===== src/rtl/bit_stream_driver.sv =====
// ============================================================================
// bit_stream_driver: MSB-first serializer/deserializer for 1-bit reactive devices.
// Optional response compare: define BIT_STREAM_DRIVER_COMPARE_EN.  Rev 1.0
// ============================================================================
`default_nettype none

module bit_stream_driver #(
  parameter int WIDTH   = 8,
  parameter int LATENCY = 1
) (
  input  logic             clk,
  input  logic             rst,
  input  logic [WIDTH-1:0] tx_data,
  input  logic             tx_valid,
  output logic             tx_ready,
  output logic             dev_in,
  input  logic             dev_out,
  output logic [WIDTH-1:0] rx_data,
  output logic             rx_valid,
  input  logic             rx_ready,
  output logic             busy
`ifdef BIT_STREAM_DRIVER_COMPARE_EN
  ,
  input  logic [WIDTH-1:0] exp_data,
  output logic             rx_mismatch
`endif
);

  localparam int CW = $clog2(WIDTH + 8);

  localparam logic [1:0] C_IDLE = 2'd0;
  localparam logic [1:0] C_RUN  = 2'd1;
  localparam logic [1:0] C_HOLD = 2'd2;

  localparam logic [CW-1:0] C_CNT_LAST = CW'(WIDTH + LATENCY - 1);
  localparam logic [CW-1:0] C_TX_LAST  = CW'(WIDTH - 1);
  localparam logic [CW-1:0] C_LAT      = CW'(LATENCY);

  logic [1:0]       state_q, state_d;
  logic [CW-1:0]    cnt_q, cnt_d;
  logic [WIDTH-1:0] tx_sh_q, tx_sh_d;
  logic [WIDTH-1:0] rx_sh_q, rx_sh_d;
  logic             dev_in_q, dev_in_d;
  logic             rx_valid_q, rx_valid_d;
  logic             busy_q, busy_d;
  logic [WIDTH-1:0] rx_next;

  assign tx_ready = (state_q == C_IDLE) && !rst;
  assign rx_next  = {rx_sh_q[WIDTH-2:0], dev_out};

  // dev_in is registered, so it is computed one cycle ahead: the handshake
  // launches the MSB and the shift register always holds the next bit on top.
  always_comb begin
    state_d  = state_q;
    cnt_d    = cnt_q;
    tx_sh_d  = tx_sh_q;
    rx_sh_d  = rx_sh_q;
    dev_in_d = 1'b0;
    case (state_q)
      C_IDLE: begin
        if (tx_valid && tx_ready) begin
          state_d  = C_RUN;
          cnt_d    = '0;
          tx_sh_d  = {tx_data[WIDTH-2:0], 1'b0};
          dev_in_d = tx_data[WIDTH-1];
        end
      end
      C_RUN: begin
        cnt_d   = cnt_q + CW'(1);
        tx_sh_d = {tx_sh_q[WIDTH-2:0], 1'b0};
        if (cnt_q < C_TX_LAST) begin
          dev_in_d = tx_sh_q[WIDTH-1];
        end
        if (cnt_q >= C_LAT) begin
          rx_sh_d = rx_next;
        end
        if (cnt_q == C_CNT_LAST) begin
          state_d = C_HOLD;
        end
      end
      C_HOLD: begin
        if (rx_ready) begin
          state_d = C_IDLE;
        end
      end
      default: state_d = C_IDLE;
    endcase
    rx_valid_d = (state_d == C_HOLD);
    busy_d     = (state_d != C_IDLE);
  end

  always_ff @(posedge clk) begin
    if (rst) begin
      state_q    <= C_IDLE;
      cnt_q      <= '0;
      tx_sh_q    <= '0;
      rx_sh_q    <= '0;
      dev_in_q   <= 1'b0;
      rx_valid_q <= 1'b0;
      busy_q     <= 1'b0;
    end else begin
      state_q    <= state_d;
      cnt_q      <= cnt_d;
      tx_sh_q    <= tx_sh_d;
      rx_sh_q    <= rx_sh_d;
      dev_in_q   <= dev_in_d;
      rx_valid_q <= rx_valid_d;
      busy_q     <= busy_d;
    end
  end

  assign dev_in   = dev_in_q;
  assign rx_data  = rx_sh_q;
  assign rx_valid = rx_valid_q;
  assign busy     = busy_q;

`ifdef BIT_STREAM_DRIVER_COMPARE_EN
  logic [WIDTH-1:0] exp_q, exp_d;
  logic             mismatch_q, mismatch_d;

  // The verdict is formed from the final shifted word so it rises with rx_valid.
  always_comb begin
    exp_d      = exp_q;
    mismatch_d = mismatch_q;
    case (state_q)
      C_IDLE: begin
        if (tx_valid && tx_ready) begin
          exp_d = exp_data;
        end
      end
      C_RUN: begin
        if (cnt_q == C_CNT_LAST) begin
          mismatch_d = (rx_next != exp_q);
        end
      end
      C_HOLD: begin
        if (rx_ready) begin
          mismatch_d = 1'b0;
        end
      end
      default: mismatch_d = 1'b0;
    endcase
  end

  always_ff @(posedge clk) begin
    if (rst) begin
      exp_q      <= '0;
      mismatch_q <= 1'b0;
    end else begin
      exp_q      <= exp_d;
      mismatch_q <= mismatch_d;
    end
  end

  assign rx_mismatch = mismatch_q;
`endif

endmodule

`default_nettype wire


===== config.mk =====
export PLATFORM = sky130hd
export DESIGN_NAME = bit_stream_driver
export DESIGN_NICKNAME = d
export VERILOG_FILES = /design/src/rtl/bit_stream_driver.sv
export SDC_FILE = /design/constraint.sdc
export NUM_CORES = 1
export LEC_CHECK = 0
export ABC_AREA = 1
export CAP_MARGIN = 20
export CORE_MARGIN = 5
export CORE_UTILIZATION = 35
export DETAILED_ROUTE_END_ITERATION = 8
export PLACE_DENSITY = 0.63
export SETUP_SLACK_MARGIN = 0.05
export SYNTH_ARGS = -nofsm -noshare
export SYNTH_HDL_FRONTEND = slang
export SYNTH_SLANG_ARGS = --single-unit

===== constraint.sdc =====
create_clock -name clk -period 3.9 [get_ports clk]
set_input_delay 0.78 -clock clk [delete_from_list [all_inputs] [get_ports clk]]
set_output_delay 0.78 -clock clk [all_outputs]
set_load 0.02 [all_outputs]

[Word level (Yosys, flattened, before mapping)]
Cells that the tools add are included.
Cells by class
  $add $sub $neg: 1
  multiply operators: 0
  divide/modulo/power cells: 0
  order comparisons: 2
  equal/unequal tests: 5
  shift-type cells: 0
  multiplexer cells: 11
  bitwise operators: 0
  reduce and logical (&&, ||, !) cells: 8
Operators with widths (count)
  8-bit case mux with 2 select lines: 1
  8-bit 2-to-1 mux: 1
  4-bit case mux with 2 select lines: 1
  2-bit 2-to-1 mux: 3
  2-bit case mux with 3 select lines: 1
  4-bit by 1-bit adder with 4-bit output, second input constant: 1
  2-bit equality test, second input constant: 2
  4-bit equality test, second input constant: 1
  4-bit by 1-bit greater-or-equal comparator with 1-bit output, second input constant: 1
  4-bit by 3-bit < comparator with 1-bit output, second input constant: 1
  4-bit 2-to-1 mux: 1
  2-bit AND reduction: 2
  2-bit nonzero test: 2
  2-bit by 1-bit equality test with 1-bit output, second input constant: 1
  1-bit logical AND: 2
  2-bit logical NOT: 1
  1-bit 2-to-1 mux: 2
  2-bit by 1-bit != test with 1-bit output, second input constant: 1
  1-bit case mux with 2 select lines: 1
  1-bit logical NOT: 1
Word-level totals
  flip-flop bits (word level): 25
  bits in latches: 0
  memory bits (writable): 0
  memory bits (read-only): 0
  input port bits: 13
  output and inout port bits: 12
  word-level logic and storage cells: 34
  memories kept: 0

[Logic depth before layout (Yosys ltp)]
Gate-level depths: netlist of the first run.
  depth after elaboration: 6
  mapped depth: 8
  gate-level depth less buffers: 7

[Least setup slack after synthesis of the first run]
No wires, ideal clock.
  path kind: in2out
  start: in rst
  end: out tx_ready
  arrival: 1.401 ns
  data required time: 3.120 ns
  setup slack: 1.719 ns
  stages on the path: 2
  buffers on the path: 1
  cells stage by stage: buf_6 nor3_1
Between the ends
  word-level cells in the longest chain between the ends: 2
Ends and longest elaborated chain
  from (decl): RTL line 12  | input logic rst,
  1-bit logical NOT: RTL line 48  | assign tx_ready = (state_q == C_IDLE) && !rst;
  1-bit logical AND: RTL line 48
  to (decl): RTL line 15  | output logic tx_ready,
Every way passes these cells.

[Worst setup path after layout of the first run]
Ends and elaborated chain as after synthesis.

==> results by group, run 1 <==
Placement
  • Placed Area: between 1000 and 1500 µm²
  • Routability cong.: approximately 0.75
  • Placed Cells: 220
  • Port Buf Inserts: 24
  • DP HPWL: roughly 1700 µm

Logic synthesis
  • Post-synth top area cell: dfxtp_1
  • Synthesized area per cell: approximately 7.7 µm²
  • Synthesized flop and latch total: 24
  • Post-synth EDFFs: 0
  • Synth Warn #: 0
  • Synth unique cells: 22
  • Dominant synthesized flop cell: dfxtp_1
  • Sequential-to-total area share from yosys stat: 0.3922
  • Synth top area cells: dfxtp_1, nand2_1, a21oi_1, nand3b_1, buf_6
  • Syn Nets: roughly 180
  • Async S/R FF share, synth: 0
  • Cell Area, Synth: between 1000 and 1500 µm²
  • Yosys top cell area share: 0.3922
  • Cells after Synth: approximately 160

CTS
  • Htree depth: 1
  • CTS tree: built
  • PostCTS Resize Cnt: 0
  • Root Buffer: clkbuf_4
  • Clock buffer depth: 2
  • Hold Buf Count CTS: 0
  • Clock Latency Late Sink: slightly above 300 ps
  • Postcts setup bufs: 0
  • Worst-path clk slew: ~120 ps
  • CTS Sinks: 24
  • TritonCTS Buffers: 3

Finish
  • Filler-free cell count of the finished design: about 220
  • Most frequent cells in the layout: nand2_1, dfxtp_1, clkdlybuf4s50_1, a21oi_1, nor2_1
  • Most common cell after layout, fill and taps aside: nand2_1
  • Final instance area: 1456 µm²
  • Diode count: 0
  • Nets: 195
  • Syn-to-layout area delta: 18.90%
  • Share of cells above drive strength 1: 0.05650

Global routing
  • Vias in the first global route: about 1100
  • GRT overflow: 0
  • GR Util All Layers: 0.1094
  • Largest net degree at the start of global routing: 26
  • Initial antenna violation count: 0
  • First-pass GRT wire length: about 4500 µm

STA
  • Max-slew violations: 0
  • Final setup TNS: 0 ps
  • Clock skew: 3.146 ps
  • Peak Freq: approximately 0.33 GHz
  • RSZ-0062 raised after global routing: false
  • Final Hold Viols: 0
  • Final Cycle Share: 0.7870
  • Min Tclk post-route: roughly 3000 ps
  • Number of setup violations in the final report: 0
  • Slew @ Worst Pin: 535.2 ps
  • Slew Limit Headroom: 0.6410

Routing
  • Vias per cell: ~5
  • Drt pass-1 iters: 2
  • Post-route ant nets: 0
  • Vias: between 1000 and 1500
  • # DRC: 0
  • Routed WL: approximately 2500 µm
  • 1st-iter DRT viols: 58
  • Routed wire length per instance: 11.43 µm

Worst setup path
  • Crit path DAT: roughly 2300 ps
  • Crit Path Class: input port to output pin
  • CP Max Fanout: 9
  • CP Capture Type: output pin
  • Worst Setup Start Kind: input port
  • Crit path required time: ~3100 ps

Job
  • Total of max-cap violations: 0

Floorplan
  • Placeable Area: approximately 3400 µm²
  • Initial Utilization: 0.3642
  • Io pins: 25
  • Die area: 4783 µm²
  • Chip Height: 69.16 µm
  • Die width: just under 70 µm
  • Num rows: 21

Power and ir drop
  • Peak VDD IR: 0.2082 mV
  • Pwr Density: ~330 nW/µm²
  • Pleak: 0.5829 nW

Status
  • Status: finished clean

Worst hold path
  • Hold crit path type: register to register
[where the power goes]
part           leakage (nW)  internal, W  switching [W]
combinational         0.373    0.0000464      0.0000577
sequential            0.196     0.000260      0.0000115
clock                0.0138    0.0000361      0.0000674
total                 0.583     0.000342       0.000137
[cell families after synthesis]
logic type               after synthesis  share of synthesized area
AND/OR/NAND/NOR                       89                     0.3739
AO/OA/AOI/OAI                         24                    0.09805
flip-flops                            24                     0.3922
buffers and inverters                 19                     0.1052
adder cells (fa/ha/maj)                3                    0.03065
[synthesized netlist by cell type (2+ instances only)]
cell type and instances:
nor2_1 17, nand3b_1 14, buf_6 7, nand3_1 15, o21ai_0 2, dfxtp_1 24
a21oi_1 21, buf_2 2, ha_1 3, nand2_1 33, nand4_1 3, and2_1 2
inv_2 2, inv_1 6
[cell type report]
cell class / count / area [µm²]
fill: 380 / 1907
multi-input combinational: 116 / 615.6
sequential: 24 / 480.5
timing repair buffer: 24 / 240.2
tap: 46 / 57.56
inverter: 10 / 40.04
clock buffer: 3 / 22.52
[registers in the layout, indices dropped and copies added (netlist names)]
name      flops
busy          1
tx_sh_q       7
rx_valid      1
rx_data       8
dev_in        1
state_q       2
cnt_q         4
[worst max-delay path, stage by stage]
cell             delay [ps]
clkdlybuf4s50_1         580
nor3_1                  270
clkdlybuf4s50_1         660
[layer usage]
layer / share of wire / wire [µm] / global-route usage
met1: 0.48 / 1228 / 0.1342
met2: 0.46 / 1182 / 0.1843
met3: 0.053 / 135 / 0.04070
met4: 0.0016 / 4 / 0.01952
met5: 0 / 0 / 0
[worst paths after layout]
check	startpoint	endpoint	slack, ps	depth (start not counted)
hold reg to reg	tx_sh_q[1]	tx_sh_q[1]	510	2
hold / removal	tx_sh_q[1]	tx_sh_q[1]	510	2
setup reg to reg	cnt_q[1]	rx_data[6]	2370	7
setup / recovery	rst	tx_ready	830	3
[stage by stage]
stage            util  total power (W)  hold WS [ps]  setup slack (ps)
6_report       0.4330        0.0004788         506.4             830.7
5_1_grt        0.4330        0.0005101         537.0             767.6
4_1_cts        0.4330        0.0004861         511.7             826.1
3_5_place_dp   0.4263        0.0003809         491.2             844.0
3_3_place_gp   0.4263        0.0003781         473.8             880.2
2_1_floorplan       -        0.0003542         452.7              1719
Power figures use the tool's default switching activity.
==> inputs of run 2 (changes only) <==
clock period = 3 ns   (was 3.9 ns; I/O delays follow)
==> run 2 against run 1 <==
Global-route usage shrank 0.080 points. Critical path type unchanged. Cell count rose by 0.90%. Clock-buffer cell count grew 1. Clock power up 63%. Register-to-register slack got worse by 860 ps. First-iteration DRC count grew 47%. Worst setup slack lost 320 ps. Clock skew grew 6.0 ps. Die area unchanged.
==> results by group, run 2 (synthesis results as in run 1) <==
Placement
  • Placed Cells: ~220
  • Routability cong.: ~0.8
  • DP HPWL: approximately 1700 µm
  • Port Buf Inserts: 24
  • Placed Area: 1441 µm²

Worst setup path
  • Worst R2R Start: state_q[0]
  • Buf+Inv Stages, Crit Path: 2
  • Reg2reg end: dev_in
  • Cell family with most CP delay: buffers and inverters
  • Crit path DAT: 1890 ps
  • R2R setup slack: between 1500 and 2000 ps
  • Crit Path Class: input port to output pin
  • CP Max Fanout: 2
  • CP Capture Type: output pin
  • Critical Path Most Common Cell: clkdlybuf4s50_1
  • R2R depth: 4
  • Slowest CP cell: clkdlybuf4s50_1
  • Slowest cell delay on critical path: 650 ps
  • Worst-path cell chain: clkdlybuf4s50_1, nor3_1, clkdlybuf4s50_1
  • Worst Setup Start Kind: input port
  • Crit path required time: 2400 ps

CTS
  • TritonCTS Buffers: 3
  • Hold Buf Count CTS: 0
  • Root Buffer: clkbuf_4
  • Clock Latency Late Sink: 310 ps
  • Worst-path clk slew: between 100 and 150 ps
  • Htree depth: 1
  • PostCTS Resize Cnt: 0
  • CTS Sinks: 24
  • Clock buffer depth: 2
  • Postcts setup bufs: 0
  • CTS tree: built

STA
  • Number of setup violations in the final report: 0
  • Max-slew violations: 0
  • Slew Limit Headroom: 0.6621
  • Final Cycle Share: 0.8290
  • Clock skew: approximately 9.2 ps
  • Final setup TNS: 0 ps
  • Min Tclk post-route: around 2500 ps
  • Slew @ Worst Pin: 506.1 ps
  • Peak Freq: 0.4021 GHz
  • Final Hold Viols: 0
  • RSZ-0062 raised after global routing: false

Floorplan
  • Die area: between 4000 and 5000 µm²
  • Placeable Area: roughly 3400 µm²
  • Io pins: 25
  • Die width: 69.16 µm
  • Chip Height: between 60 and 70 µm
  • Initial Utilization: 0.3642
  • Num rows: 21

Finish
  • Share of cells above drive strength 1: 0.06704
  • Final-layout fill cell count: ~380
  • Most common cell after layout, fill and taps aside: nand2_1
  • Most frequent cells in the layout: nand2_1, dfxtp_1, clkdlybuf4s50_1, a21oi_1, nor2_1
  • Final instance area: around 1500 µm²
  • Max reg flops: 8
  • Syn-to-layout area delta: 20.63%
  • Filler-free cell count of the finished design: around 230
  • Diode count: 0
  • Nets: approximately 200

Global routing
  • Vias in the first global route: around 1100
  • GR Util All Layers: 0.1086
  • Largest net degree at the start of global routing: 26
  • Initial antenna violation count: 0
  • GRT overflow: 0
  • First-pass GRT wire length: about 4500 µm

Power and ir drop
  • Overall Power: approximately 0.00066 W
  • Peak VDD IR: 0.1973 mV
  • Pleak: 0.5948 nW
  • Pwr Density: between 400 and 500 nW/µm²

Routing
  • Routed WL: approximately 2500 µm
  • Vias per cell: 4.893
  • Drt pass-1 iters: 4
  • Post-route ant nets: 0
  • # DRC: 0
  • Vias: between 1000 and 1500
  • 1st-iter DRT viols: between 80 and 90
  • Routed wire length per instance: 11.06 µm

Status
  • Status: finished clean

Worst hold path
  • Hold crit path type: register to register
  • Worst hold path stage count: 2
  • Min-delay src: rx_data[7]
  • Hold endpoint: rx_data[7]

Job
  • Total of max-cap violations: 0
run 2: stage by stage:
step | worst slack (ps) | utilization | hold slack, ps
floorplan | 1179 | - | 452.7
global placement | 523.7 | 0.4286 | 472.6
detailed placement | 518.1 | 0.4286 | 475.7
CTS | 509.7 | 0.4394 | 500.7
global route | 424.5 | 0.4394 | 527.1
finish | 513.1 | 0.4394 | 497.1
run 2: worst register-to-register path: stages (launching register included):
cell and delay [ps]:
dfxtp_1 660, nand2_8 190, inv_2 300, nand4_1 150
a21oi_1 150
run 2: cell type report:
type	instances	area, µm²	area share
multi-input cells	116	615.6	0.4166
well taps	46	57.56	0.03895
inverters	10	40.04	0.02710
flip-flops and latches	24	480.5	0.3251
clock buffers	4	36.28	0.02456
repair buffers	25	247.7	0.1677
run 2: how the worst max path moves through the flow:
stage	start	to	slack, ps	cells past startpoint
5_1_grt	rst	tx_ready	420	3
3_3_place_gp	rst	tx_ready	520	3
3_5_place_dp	rst	tx_ready	520	3
2_1_floorplan	rst	tx_ready	1180	2
6_report	rst	tx_ready	510	3
4_1_cts	rst	tx_ready	510	3
run 2: metal layers:
metal / up-vias / global-route usage / wire length (µm)
met5: - / 0 / 0
met4: 0 / 0.04555 / 40
met3: 5 / 0.02762 / 107
met2: 23 / 0.1780 / 1155
met1: 503 / 0.1344 / 1186
li1: 570 / - / -
run 2: power by group:
group          internal, W  switching (W)  total (W)
clock network    0.0000742      0.0000939   0.000168
logic            0.0000610      0.0000736   0.000135
registers         0.000338      0.0000147   0.000352
